$ cat src/rtl/fifo_link_pkg.sv
// Shared constants for the CDR FIFO link between the RHS2116 capture path and
// the 100 MHz system domain.
package fifo_link_pkg;

    localparam int unsigned RHS2116_FRAME_WORDS = 16;

    localparam int unsigned DATA_WIDTH  = 32;
    localparam int unsigned FRAME_WORDS = RHS2116_FRAME_WORDS;
    localparam int unsigned IDX_WIDTH   = 16;
    localparam int unsigned CNT_WIDTH   = 16;

    typedef logic [1:0] occ_t;

endpackage

$ cat src/rtl/skid_buffer2.sv
// Two-entry valid/ready buffer with occupancy output; the head entry drives
// the stream and stays put until it is popped.
module skid_buffer2 #(
    parameter int unsigned WIDTH = 32
) (
    input  logic             clk,
    input  logic             rst,
    input  logic             push,
    input  logic [WIDTH-1:0] push_data,
    input  logic             pop,
    output logic [WIDTH-1:0] head_data,
    output logic             head_valid,
    output logic [1:0]       occ
);

    logic [WIDTH-1:0] mem0;
    logic [WIDTH-1:0] mem1;
    logic             rd_ptr;
    logic             wr_ptr;
    logic             pop_ok;

    assign pop_ok     = pop && head_valid;
    assign head_valid = (occ != 2'd0);
    assign head_data  = rd_ptr ? mem1 : mem0;

    always_ff @(posedge clk) begin
        if (rst) begin
            mem0   <= '0;
            mem1   <= '0;
            rd_ptr <= 1'b0;
            wr_ptr <= 1'b0;
            occ    <= 2'd0;
        end else begin
            if (push) begin
                if (wr_ptr) begin
                    mem1 <= push_data;
                end else begin
                    mem0 <= push_data;
                end
                wr_ptr <= ~wr_ptr;
            end
            if (pop_ok) begin
                rd_ptr <= ~rd_ptr;
            end
            case ({push, pop_ok})
                2'b10:   occ <= occ + 2'd1;
                2'b01:   occ <= occ - 2'd1;
                default: occ <= occ;
            endcase
        end
    end

endmodule

$ cat src/rtl/fifo_frame_reader.sv
// Read-side consumer of the CDR async FIFO: credit-based popping into a
// 2-entry buffer, frame word tagging, and frame/error statistics.
module fifo_frame_reader
    import fifo_link_pkg::*;
#(
    parameter int unsigned DATA_WIDTH  = fifo_link_pkg::DATA_WIDTH,
    parameter int unsigned FRAME_WORDS = fifo_link_pkg::FRAME_WORDS,
    parameter int unsigned IDX_WIDTH   = fifo_link_pkg::IDX_WIDTH,
    parameter int unsigned CNT_WIDTH   = fifo_link_pkg::CNT_WIDTH
) (
    input  logic                  clk_rd,
    input  logic                  rst_rd,
    input  logic [DATA_WIDTH-1:0] fifo_dout,
    input  logic                  fifo_valid,
    input  logic                  fifo_empty,
    output logic                  fifo_rd_en,
    output logic [DATA_WIDTH-1:0] m_data,
    output logic                  m_valid,
    input  logic                  m_ready,
    output logic                  m_first,
    output logic                  m_last,
    output logic [IDX_WIDTH-1:0]  m_idx,
    input  logic                  resync,
    output logic [CNT_WIDTH-1:0]  frame_cnt,
    output logic [CNT_WIDTH-1:0]  err_cnt,
    output logic                  err_sticky
);

    localparam logic [IDX_WIDTH-1:0] LAST_IDX = IDX_WIDTH'(FRAME_WORDS - 1);

    logic                 inflight;
    logic                 pop;
    logic                 push;
    logic                 stray;
    occ_t                 occ;
    logic [2:0]           credit_used;
    logic [IDX_WIDTH-1:0] idx;

    assign pop   = m_valid && m_ready;
    assign push  = fifo_valid && inflight;
    assign stray = fifo_valid && !inflight;

    // Credits: buffered words plus the outstanding read, less the word leaving now.
    always_comb begin
        credit_used = {1'b0, occ} + {2'b00, inflight} - {2'b00, pop};
        fifo_rd_en  = !fifo_empty && (credit_used < 3'd2);
    end

    skid_buffer2 #(
        .WIDTH(DATA_WIDTH)
    ) u_buf (
        .clk       (clk_rd),
        .rst       (rst_rd),
        .push      (push),
        .push_data (fifo_dout),
        .pop       (pop),
        .head_data (m_data),
        .head_valid(m_valid),
        .occ       (occ)
    );

    always_ff @(posedge clk_rd) begin
        if (rst_rd) begin
            inflight   <= 1'b0;
            idx        <= '0;
            frame_cnt  <= '0;
            err_cnt    <= '0;
            err_sticky <= 1'b0;
        end else begin
            inflight <= fifo_rd_en;
            if (resync) begin
                idx <= '0;
            end else if (pop) begin
                if (idx == LAST_IDX) begin
                    idx       <= '0;
                    frame_cnt <= frame_cnt + 1'b1;
                end else begin
                    idx <= idx + 1'b1;
                end
            end
            if (stray) begin
                if (err_cnt != '1) begin
                    err_cnt <= err_cnt + 1'b1;
                end
                err_sticky <= 1'b1;
            end
        end
    end

    // Frame markers qualified by m_valid so an empty output shows no tags.
    assign m_idx   = idx;
    assign m_first = m_valid && (idx == '0);
    assign m_last  = m_valid && (idx == LAST_IDX);

endmodule

$ cat config.mk
export PLATFORM = sky130hd
export DESIGN_NAME = fifo_frame_reader
export DESIGN_NICKNAME = d
export VERILOG_FILES = /design/src/rtl/fifo_link_pkg.sv /design/src/rtl/skid_buffer2.sv /design/src/rtl/fifo_frame_reader.sv
export SDC_FILE = /design/constraint.sdc
export NUM_CORES = 1
export LEC_CHECK = 0
export ABC_AREA = 1
export BUFFER_PORTS_ARGS = -buffer_cell sky130_fd_sc_hd__buf_2
export CORE_MARGIN = 2
export CORE_UTILIZATION = 35
export CTS_CLUSTER_DIAMETER = 50
export CTS_CLUSTER_SIZE = 8
export DETAILED_ROUTE_END_ITERATION = 16
export PLACE_DENSITY = 0.52
export SYNTH_ARGS = -nofsm -noshare
export SYNTH_HDL_FRONTEND = slang
export SYNTH_SLANG_ARGS = --single-unit
export TNS_END_PERCENT = 20
$ cat constraint.sdc
create_clock -name clk_rd -period 2.8 [get_ports clk_rd]
set_clock_uncertainty 0.05 [all_clocks]
set_input_delay 0.28 -clock clk_rd [delete_from_list [all_inputs] [get_ports clk_rd]]
set_output_delay 0.28 -clock clk_rd [all_outputs]
set_load 0.01 [all_outputs]
==> results of run 1 <==
-- flip-flops by register name (all words and copies together), names as in the netlist --
register	count
u_buf.mem0	32
u_buf.mem1	32
err_cnt	16
frame_cnt	16
m_idx	16
u_buf.occ	2
err_sticky	1
inflight	1
u_buf.rd_ptr	1
u_buf.wr_ptr	1
-- cell type report --
type | instances | area share (%)
Multi-Input combinational cell | 587 | 40.0
Sequential cell | 118 | 33.4
Timing Repair Buffer | 133 | 9.98
Clock buffer | 18 | 6.07
Inverter | 75 | 4.00
Tap cell | 216 | 3.82
Clock inverter | 13 | 2.79
-- synth_stat cells (all sizes together) --
cell type | n | area share (%)
nor4 | 1 | 0.11
dfxtp | 118 | 42
xor2 | 13 | 2.0
o21bai | 1 | 0.13
buf | 7 | 0.91
nand3 | 29 | 2.9
clkinv | 2 | 0.16
a21oi | 71 | 7.0
ha | 5 | 1.1
a21boi | 1 | 0.13
nand3b | 1 | 0.13
nand2 | 179 | 13
inv | 73 | 4.9
fa | 1 | 0.36
o21ai | 106 | 9.4
xnor2 | 8 | 1.2
and3 | 1 | 0.11
clkbuf | 29 | 1.9
a211oi | 1 | 0.13
nor3 | 7 | 0.62
nand4 | 15 | 1.7
nor2 | 147 | 10
-- cells in the final DEF (no fill, tap or decap), types with 5 or more instances in the layout --
master,n
a21oi_1,61
a21oi_2,10
buf_4,10
xor2_1,13
nand2_1,166
inv_1,67
dfxtp_1,118
clkbuf_16,17
nand4_1,15
clkinv_4,5
xnor2_1,8
nor3_1,7
nand2_2,12
ha_1,5
buf_2,122
o21ai_0,106
inv_2,5
nor2_1,140
nand3_1,27
-- cell families after synthesis --
group	share of synthesized area, %
AOI/OAI and AO/OA	16.8
adders and majority gates	1.47
DFF	42.0
buffers and inverters	7.87
xor gates and xnor gates	3.27
and+or+nand+nor	28.6
-- power by group through the flow --
stage | Combinational (mW) | Clock (mW) | Sequential (mW)
after global routing | 0.590 | 2.45 | 1.81
after detailed placement | 0.526 | 0 | 1.83
after floorplan | 0.325 | 0 | 1.83
final | 0.516 | 2.31 | 1.80
after global placement | 0.527 | 0 | 1.83
after CTS | 0.528 | 2.38 | 1.80
-- metal layers --
| metal | vias up | part of all wire, % |
|---|---|---|
| met5 | - | 0 |
| met3 | 15 | 4.5 |
| li1 | 2866 | - |
| met4 | 0 | 1.3 |
| met2 | 86 | 44 |
| met1 | 2360 | 50 |
-- worst max-delay path by stage --
stage            startpoint          to  slack [ns]
2_1_floorplan  u_buf.occ[1]  fifo_rd_en        0.77
3_3_place_gp   u_buf.occ[1]  fifo_rd_en        0.81
3_5_place_dp   u_buf.occ[1]  fifo_rd_en        0.78
4_1_cts        u_buf.occ[1]  fifo_rd_en        0.34
5_1_grt        u_buf.occ[1]  fifo_rd_en        0.19
6_report       u_buf.occ[1]  fifo_rd_en        0.37
-- worst register-to-register path: stages (launching register included) --
cell      delay [ns]
dfxtp_1         0.39
ha_1            0.28
nand2_2         0.11
nor2_4          0.10
inv_2           0.07
nor2_8          0.13
nand3_4         0.21
clkinv_2        0.32
nand2_1         0.08
a21oi_1         0.13
==> flow_summary_export.csv, run 1 <==
group,metric,value,unit
placed_design,gp_congestion,0.827,
power_and_ir_drop,p_int,3.44,mW
cells_and_area,fin_cells,1160,
sta,tns,0,ns
cells_and_area,drive_gt1_share,21.3,%
sta,hold_viol,0,
run,maxCapViolations,0,
critical_path,cpMaxStageDelayCell,"fa_1",
critical_path,cp_max_fo,6,
routing,via_count,5327,
sta,min_period,2.43,ns
floorplan,die_area,17100,um2
synth,syn-num-nets,860,
routing,vias_per_cell,4.59,
sta,tightest_slew,0.671,ns
critical_path,worstPathCellList,"inv_1, nand2_4, nand2_2, clkinv_1, nand2_1, o21ai_0, nand2_1, fa_1, nor2_1, nor2_1, and3_1, buf_2",
clocking,htree_levels,4,
routing,drt_iter0_markers,265,
critical_path,worstReg2RegStart,"m_idx[1]",
worst_hold_path,hold_path.class,"in -> reg",
clocking,clkLatencyLatePin,0.41,ns
status,status,"complete, no violations",
cells_and_area,area_growth_syn_to_layout,25.7,%
sta,setup_viol,0,
clocking,clkSinkCount,118,
critical_path,r2r-end,"frame_cnt[1]",
critical_path,worst-path-buf-inv,3,
critical_path,ff2ff_setup_slack,0.86,ns
sta,rsz0062_at_grt,"false",
critical_path,startpoint_type,"register",
floorplan,die_x,131,um
power_and_ir_drop,clkPwrFrac,49.9,%
placed_design,port_buffers,122,
floorplan,rows,46,
worst_hold_path,worstHoldEndpoint,"inflight",
floorplan,dieHeight,131,um
synth,synth_cell_types,35,
power_and_ir_drop,vdd_drop_max,0.000388,V
sta,whs,0.0427,ns
placed_design,place_hpwl,9750,um
clocking,clk_path_buf_depth,2,
critical_path,required,2.47,ns
power_and_ir_drop,power_density,654,nW/um2
critical_path,cp.arrival,2.10,ns
placed_design,placed_cells,1129,
power_and_ir_drop,finalPower,4.63,mW
power_and_ir_drop,switching_share,25.6,%
cells_and_area,diodes,0,
power_and_ir_drop,switchingPower,1.19,mW
grt,grt_start_max_net_pins,73,
power_and_ir_drop,power.leakage,2.90,nW
sta,worst_slack,0.375,ns
routing,routed_wl,14200,um
clocking,clk_pin_slew,0.05,ns
clocking,cts_tree,"yes",
grt,grt_pass1_vias,4763,
sta,fin_crit_sh,86.6,%
grt,track_usage,16.9,%
critical_path,end_kind,"output port",
clocking,cts_hold_buf,0,
cells_and_area,multiInputGateArea,2830,um2
floorplan,initial_utilization,35.6,%
routing,wl_per_cell,12.2,um
routing,dr.pass1.iters,4,
cells_and_area,fin_nets,976,
synth,synth_area,5630,um2
critical_path,r2r_cells,9,
grt,use_met3,4.76,%
routing,ant_nets,0,
grt,grt_util_met1,22.5,%
cells_and_area,final_util,44.7,%
grt,grt_busiest_layer,"met2",
floorplan,io_pins,123,
placed_design,postPlaceCellArea,6450,um2
synth,syn_inst,816,
synth,syn-mean-instance-area,6.90,um2
worst_hold_path,hold_depth,2,
cells_and_area,fillCellCount,1684,
grt,grt_overflow_total,0,
grt,gr-usage-met2,26.4,%
sta,slew_headroom,55.2,%
synth,ys_seq_area_share,42.0,%
placed_design,pre_cts_ws,0.784,ns
worst_hold_path,holdCritStartpoint,"rst_rd",
critical_path,critPathTopFamily,"simple AND/OR/NAND/NOR gates",
floorplan,core,15800,um2
cells_and_area,final_cell_area,7070,um2
synth,ys_warn_count,0,
clocking,post_cts_buffers,0,
grt,antenna_found_initial,0,
sta,slew_viol_final,0,
routing,drc_errors,0,
cells_and_area,seq_area,2360,um2
critical_path,critPathMaxStageDelay,0.39,ns
sta,fmax,412,MHz
grt,grt_pass1_wl,23000,um
synth,yosys_register_bits,118,
critical_path,crit_cells,12,
power_and_ir_drop,combPwrFrac,11.2,%
clocking,cts_resized,0,
clocking,cts_made_buffers,17,
critical_path,critPathKind,"reg -> out",
clocking,root_buffer,"clkbuf_16",
power_and_ir_drop,pwr-share-seq,38.9,%
No activity file was read; power rests on OpenSTA's default activity.
==> run 2: changes to the inputs <==
- clock period: 2.8 -> 2.35 ns (I/O delays scaled with it)
==> flow_summary_export.csv, run 2 (synthesis gave the netlist of run 1 again) <==
group,metric,value,unit
clocking,clkLatencyLatePin,0.41,ns
cells_and_area,final_util,46.7,%
clocking,clk_pin_slew,0.05,ns
critical_path,critPathMaxStageDelay,0.55,ns
clocking,clkSinkCount,118,
sta,fmax,432,MHz
sta,min_period,2.32,ns
placed_design,gp_congestion,0.806,
power_and_ir_drop,clkPwrFrac,50.3,%
critical_path,worstPathCellList,"inv_6, nand2_4, nand2_4, inv_2, nand2_2, o21ai_1, nand2_1, fa_2, and3_4, buf_6",
placed_design,placed_cells,1130,
routing,vias_per_cell,4.63,
cells_and_area,layout_commonest_cell,"nand2_1",
floorplan,initial_utilization,35.6,%
routing,dr.pass1.iters,4,
floorplan,core,15800,um2
clocking,clk_path_buf_depth,2,
critical_path,critPathTopFamily,"adder cells",
critical_path,cpMaxStageDelayCell,"fa_2",
cells_and_area,fillCellCount,1684,
cells_and_area,reg_top3,"u_buf.mem0 (32), u_buf.mem1 (32)",
critical_path,worstReg2RegStart,"err_cnt[0]",
critical_path,worst-path-buf-inv,3,
clocking,cts_made_buffers,17,
critical_path,r2r-end,"err_cnt[0]",
critical_path,r2r_cells,10,
critical_path,cp_max_fo,3,
sta,fin_crit_sh,98.6,%
cells_and_area,seq_area,2370,um2
sta,tns,0,ns
cells_and_area,area_growth_syn_to_layout,31.3,%
grt,antenna_found_initial,0,
clocking,root_buffer,"clkbuf_16",
worst_hold_path,hold_depth,3,
sta,whs,0.0205,ns
sta,setup_viol,0,
placed_design,place_hpwl,9630,um
clocking,cts_tree,"yes",
critical_path,end_kind,"output port",
cells_and_area,fin_cells,1186,
sta,slew_viol_final,0,
power_and_ir_drop,combPwrFrac,12.1,%
worst_hold_path,hold_path.class,"in -> reg",
power_and_ir_drop,p_int,4.30,mW
floorplan,die_x,131,um
cells_and_area,multiInputGateArea,2840,um2
routing,via_count,5486,
grt,grt_overflow_total,0,
routing,ant_nets,0,
power_and_ir_drop,switching_share,24.7,%
grt,grt_pass1_wl,24200,um
grt,grt_pass1_vias,5093,
floorplan,dieHeight,131,um
critical_path,required,2.07,ns
critical_path,ff2ff_setup_slack,0.55,ns
sta,rsz0062_at_grt,"true",
cells_and_area,diodes,0,
sta,slew_headroom,59.0,%
cells_and_area,fin_nets,1001,
placed_design,port_buffers,122,
routing,routed_wl,14600,um
power_and_ir_drop,power.leakage,3.05,nW
clocking,htree_levels,4,
cells_and_area,drive_gt1_share,22.1,%
grt,grt_start_max_net_pins,71,
critical_path,crit_cells,10,
power_and_ir_drop,vdd_drop_max,0.000532,V
status,status,"complete, no violations",
power_and_ir_drop,finalPower,5.72,mW
routing,drc_errors,0,
power_and_ir_drop,pwr-share-seq,37.6,%
routing,wl_per_cell,12.3,um
sta,hold_viol,0,
floorplan,io_pins,123,
critical_path,startpoint_type,"register",
grt,track_usage,17.9,%
routing,drt_iter0_markers,251,
floorplan,rows,46,
critical_path,cpMostUsedCell,"nand2_4",
worst_hold_path,worstHoldEndpoint,"u_buf.mem0[0]",
power_and_ir_drop,switchingPower,1.41,mW
critical_path,cp.arrival,2.03,ns
floorplan,die_area,17100,um2
run,maxCapViolations,0,
power_and_ir_drop,power_density,773,nW/um2
worst_hold_path,holdCritStartpoint,"fifo_dout[0]",
sta,tightest_slew,0.616,ns
critical_path,critPathKind,"reg -> out",
cells_and_area,final_cell_mix,"nand2_1 (165), nor2_1 (140), buf_2 (121)",
run 2: changes by cell type in the layout (fill, tap and decap cells not counted), moves of 2 or more:
cell,delta
dlygate4sd3_1,+21
clkinv_2,+4
buf_4,+3
clkinv_4,-3
clkbuf_8,+2
dfxtp_1,-2
inv_6,-2
run 2: worst max path at each step:
stage | slack [ns] | from | end
after global placement | 0.40 | u_buf.occ[1] | fifo_rd_en
after CTS | 0.02 | u_buf.occ[1] | fifo_rd_en
after detailed placement | 0.39 | u_buf.occ[1] | fifo_rd_en
after global routing | -0.06 | u_buf.occ[1] | fifo_rd_en
after floorplan | 0.36 | u_buf.occ[1] | fifo_rd_en
final | 0.03 | u_buf.occ[1] | fifo_rd_en
run 2: what timing repair did:
item | CTS | global route
hold buffers | 21 | 0
gates resized for setup | 3 | 11
pin swaps | 0 | 3
endpoints found under the hold margin | 21 | 0
cloned | 0 | 0
setup endpoints to repair | 1 | 1
setup buffers | 0 | 3
run 2: per-stage QoR:
step | setup slack (ns) | instance area (um2)
global placement | 0.397 | 6470
CTS | 0.0220 | 7340
floorplan | 0.364 | 5630
global route | -0.0643 | 7390
detailed placement | 0.390 | 6470
finish | 0.0331 | 7390
run 2: area by class of cell:
type | count | share of cell area, %
clock buffers | 19 | 6.13
well taps | 216 | 3.66
repair buffers | 158 | 13.1
clock inverters | 13 | 2.74
inverters | 75 | 3.93
flip-flops and latches | 118 | 32.0
multi-input cells | 587 | 38.5
run 2: power groups by stage:
stage               sequential, mW  clock, mW  combinational [mW]
finish                        2.15       2.87               0.694
global route                  2.16       3.04               0.786
CTS                           2.14       2.95               0.664
detailed placement            2.19          0               0.633
global placement              2.18          0               0.633
floorplan                     2.18          0               0.387
run 2: routing by layer:
layer  up-vias  part of all wire [%]  GRT usage (%)
met5         -                     0              0
met2        98                    45           29.1
met1      2453                    48           22.6
li1       2915                     -              -
met3        20                   4.3           4.40
met4         0                   1.8           8.01
run 2: tightest hold or removal path, cell delays in order:
cell and delay (ns):
buf_2 0.09, nor2_1 0.04, nor2_1 0.08
==> run 3: changes to the inputs <==
- SETUP_SLACK_MARGIN: unset -> 0.2
==> flow_summary_export.csv, run 3 (synthesis gave the netlist of run 1 again) <==
group,metric,value,unit
status,status,"complete, no violations",
routing,drc_errors,0,
cells_and_area,reg_top3,"u_buf.mem0 (32), u_buf.mem1 (32)",
power_and_ir_drop,power_density,770,nW/um2
routing,dr.pass1.iters,4,
critical_path,worst-path-buf-inv,3,
sta,slew_viol_final,0,
sta,fmax,447,MHz
sta,rsz0062_at_grt,"true",
cells_and_area,drive_gt1_share,22.3,%
run,maxCapViolations,0,
critical_path,cpMaxStageDelayCell,"fa_2",
floorplan,die_area,17100,um2
grt,antenna_found_initial,0,
power_and_ir_drop,p_int,4.30,mW
floorplan,dieHeight,131,um
sta,hold_viol,0,
critical_path,cp_max_fo,2,
critical_path,end_kind,"output port",
worst_hold_path,hold_path.class,"in -> reg",
sta,setup_viol,0,
power_and_ir_drop,combPwrFrac,12.1,%
clocking,cts_made_buffers,17,
clocking,cts_tree,"yes",
sta,tns,0,ns
routing,routed_wl,14500,um
floorplan,io_pins,123,
critical_path,startpoint_type,"register",
placed_design,placed_cells,1130,
cells_and_area,fillCellCount,1686,
cells_and_area,diodes,0,
critical_path,cpMostUsedCell,"nand2_1",
sta,fin_crit_sh,95.3,%
floorplan,initial_utilization,35.6,%
clocking,clkLatencyLatePin,0.41,ns
cells_and_area,final_cell_mix,"nand2_1 (166), nor2_1 (140), buf_2 (121)",
clocking,htree_levels,4,
cells_and_area,layout_commonest_cell,"nand2_1",
routing,via_count,5488,
critical_path,critPathTopFamily,"adder cells",
critical_path,critPathMaxStageDelay,0.52,ns
routing,ant_nets,0,
sta,tightest_slew,0.615,ns
routing,vias_per_cell,4.62,
power_and_ir_drop,switching_share,24.6,%
grt,grt_pass1_wl,24300,um
clocking,root_buffer,"clkbuf_16",
routing,drt_iter0_markers,239,
power_and_ir_drop,vdd_drop_max,0.000532,V
clocking,clk_pin_slew,0.05,ns
cells_and_area,area_growth_syn_to_layout,31.7,%
grt,grt_overflow_total,0,
cells_and_area,fin_nets,1003,
critical_path,worstPathCellList,"inv_4, nand2_4, nand2_2, clkinv_1, nand2_1, o21ai_1, nand2_1, fa_2, and3_4, buf_6",
critical_path,cp.arrival,1.95,ns
power_and_ir_drop,switchingPower,1.41,mW
clocking,clkSinkCount,118,
placed_design,port_buffers,122,
critical_path,required,2.07,ns
critical_path,critPathKind,"reg -> out",
floorplan,core,15800,um2
grt,track_usage,18.0,%
clocking,clk_path_buf_depth,2,
floorplan,rows,46,
power_and_ir_drop,power.leakage,3.04,nW
power_and_ir_drop,clkPwrFrac,50.3,%
cells_and_area,fin_cells,1188,
power_and_ir_drop,pwr-share-seq,37.6,%
sta,min_period,2.24,ns
sta,slew_headroom,59.0,%
grt,grt_start_max_net_pins,71,
grt,grt_pass1_vias,5114,
routing,wl_per_cell,12.2,um
placed_design,place_hpwl,9630,um
floorplan,die_x,131,um
placed_design,gp_congestion,0.806,
==> run 3: area by class of cell <==
| type | instances | area (um2) | area share, % |
|---|---|---|---|
| multi-input cells | 587 | 2850 | 38.4 |
| flip-flops and latches | 118 | 2370 | 32.0 |
| repair buffers | 160 | 980 | 13.2 |
| clock buffers | 19 | 453 | 6.11 |
| inverters | 75 | 288 | 3.88 |
| well taps | 216 | 270 | 3.65 |
| clock inverters | 13 | 203 | 2.73 |
==> run 3: what timing repair did <==
| action | 4_1_cts | 5_1_grt |
|---|---|---|
| endpoints found under the setup margin | 2 | 2 |
| hold endpoints to repair | 21 | 0 |
| hold buffers | 21 | 0 |
| gates resized for setup | 9 | 6 |
| pin swaps | 2 | 0 |
| setup buffers | 5 | 0 |
==> run 3: worst reg2reg max path: cells and delay by family (launching register included) <==
kind / cells / cell delay (ns)
buffers and inverters: 2 / 0.31
flip-flops: 1 / 0.37
adder cells (fa/ha/maj): 1 / 0.29
AND/OR/NAND/NOR: 7 / 0.66
==> run 3: power groups by stage <==
stage / clock network (mW) / registers [mW] / logic (mW)
floorplan: 0 / 2.18 / 0.387
global placement: 0 / 2.18 / 0.633
detailed placement: 0 / 2.19 / 0.633
CTS: 2.95 / 2.15 / 0.706
global route: 3.04 / 2.16 / 0.787
finish: 2.87 / 2.14 / 0.693
==> run 3: path summary, 6_finish.rpt <==
| check | start | endpoint | slack (ns) | cells past startpoint |
|---|---|---|---|---|
| max | u_buf.occ[1] | fifo_rd_en | 0.11 | 10 |
| min | fifo_dout[0] | u_buf.mem0[0] | 0.02 | 3 |
| max reg2reg | err_cnt[0] | err_cnt[0] | 0.55 | 10 |
| min reg2reg | u_buf.mem1[12] | u_buf.mem1[12] | 0.40 | 2 |
==> run 3: layer usage <==
layer / track usage (%) / routed length (um) / up-vias
li1: - / - / 2920
met1: 22.7 / 7000 / 2455
met2: 29.3 / 6620 / 96
met3: 4.40 / 640 / 17
met4: 8.01 / 212 / 0
met5: 0 / 0 / -
==> run 3: through the flow <==
step / hold WS, ns / area (um2) / worst slack (ns) / utilization, % / power, mW
4_1_cts: 0.000901 / 7390 / 0.0929 / 46.7 / 5.80
2_1_floorplan: 0.320 / 5630 / 0.364 / - / 2.56
5_1_grt: 0.0112 / 7410 / -0.0190 / 46.8 / 5.98
6_report: 0.0214 / 7410 / 0.111 / 46.8 / 5.71
3_3_place_gp: 0.386 / 6470 / 0.397 / 40.9 / 2.82
3_5_place_dp: 0.391 / 6470 / 0.390 / 40.9 / 2.82
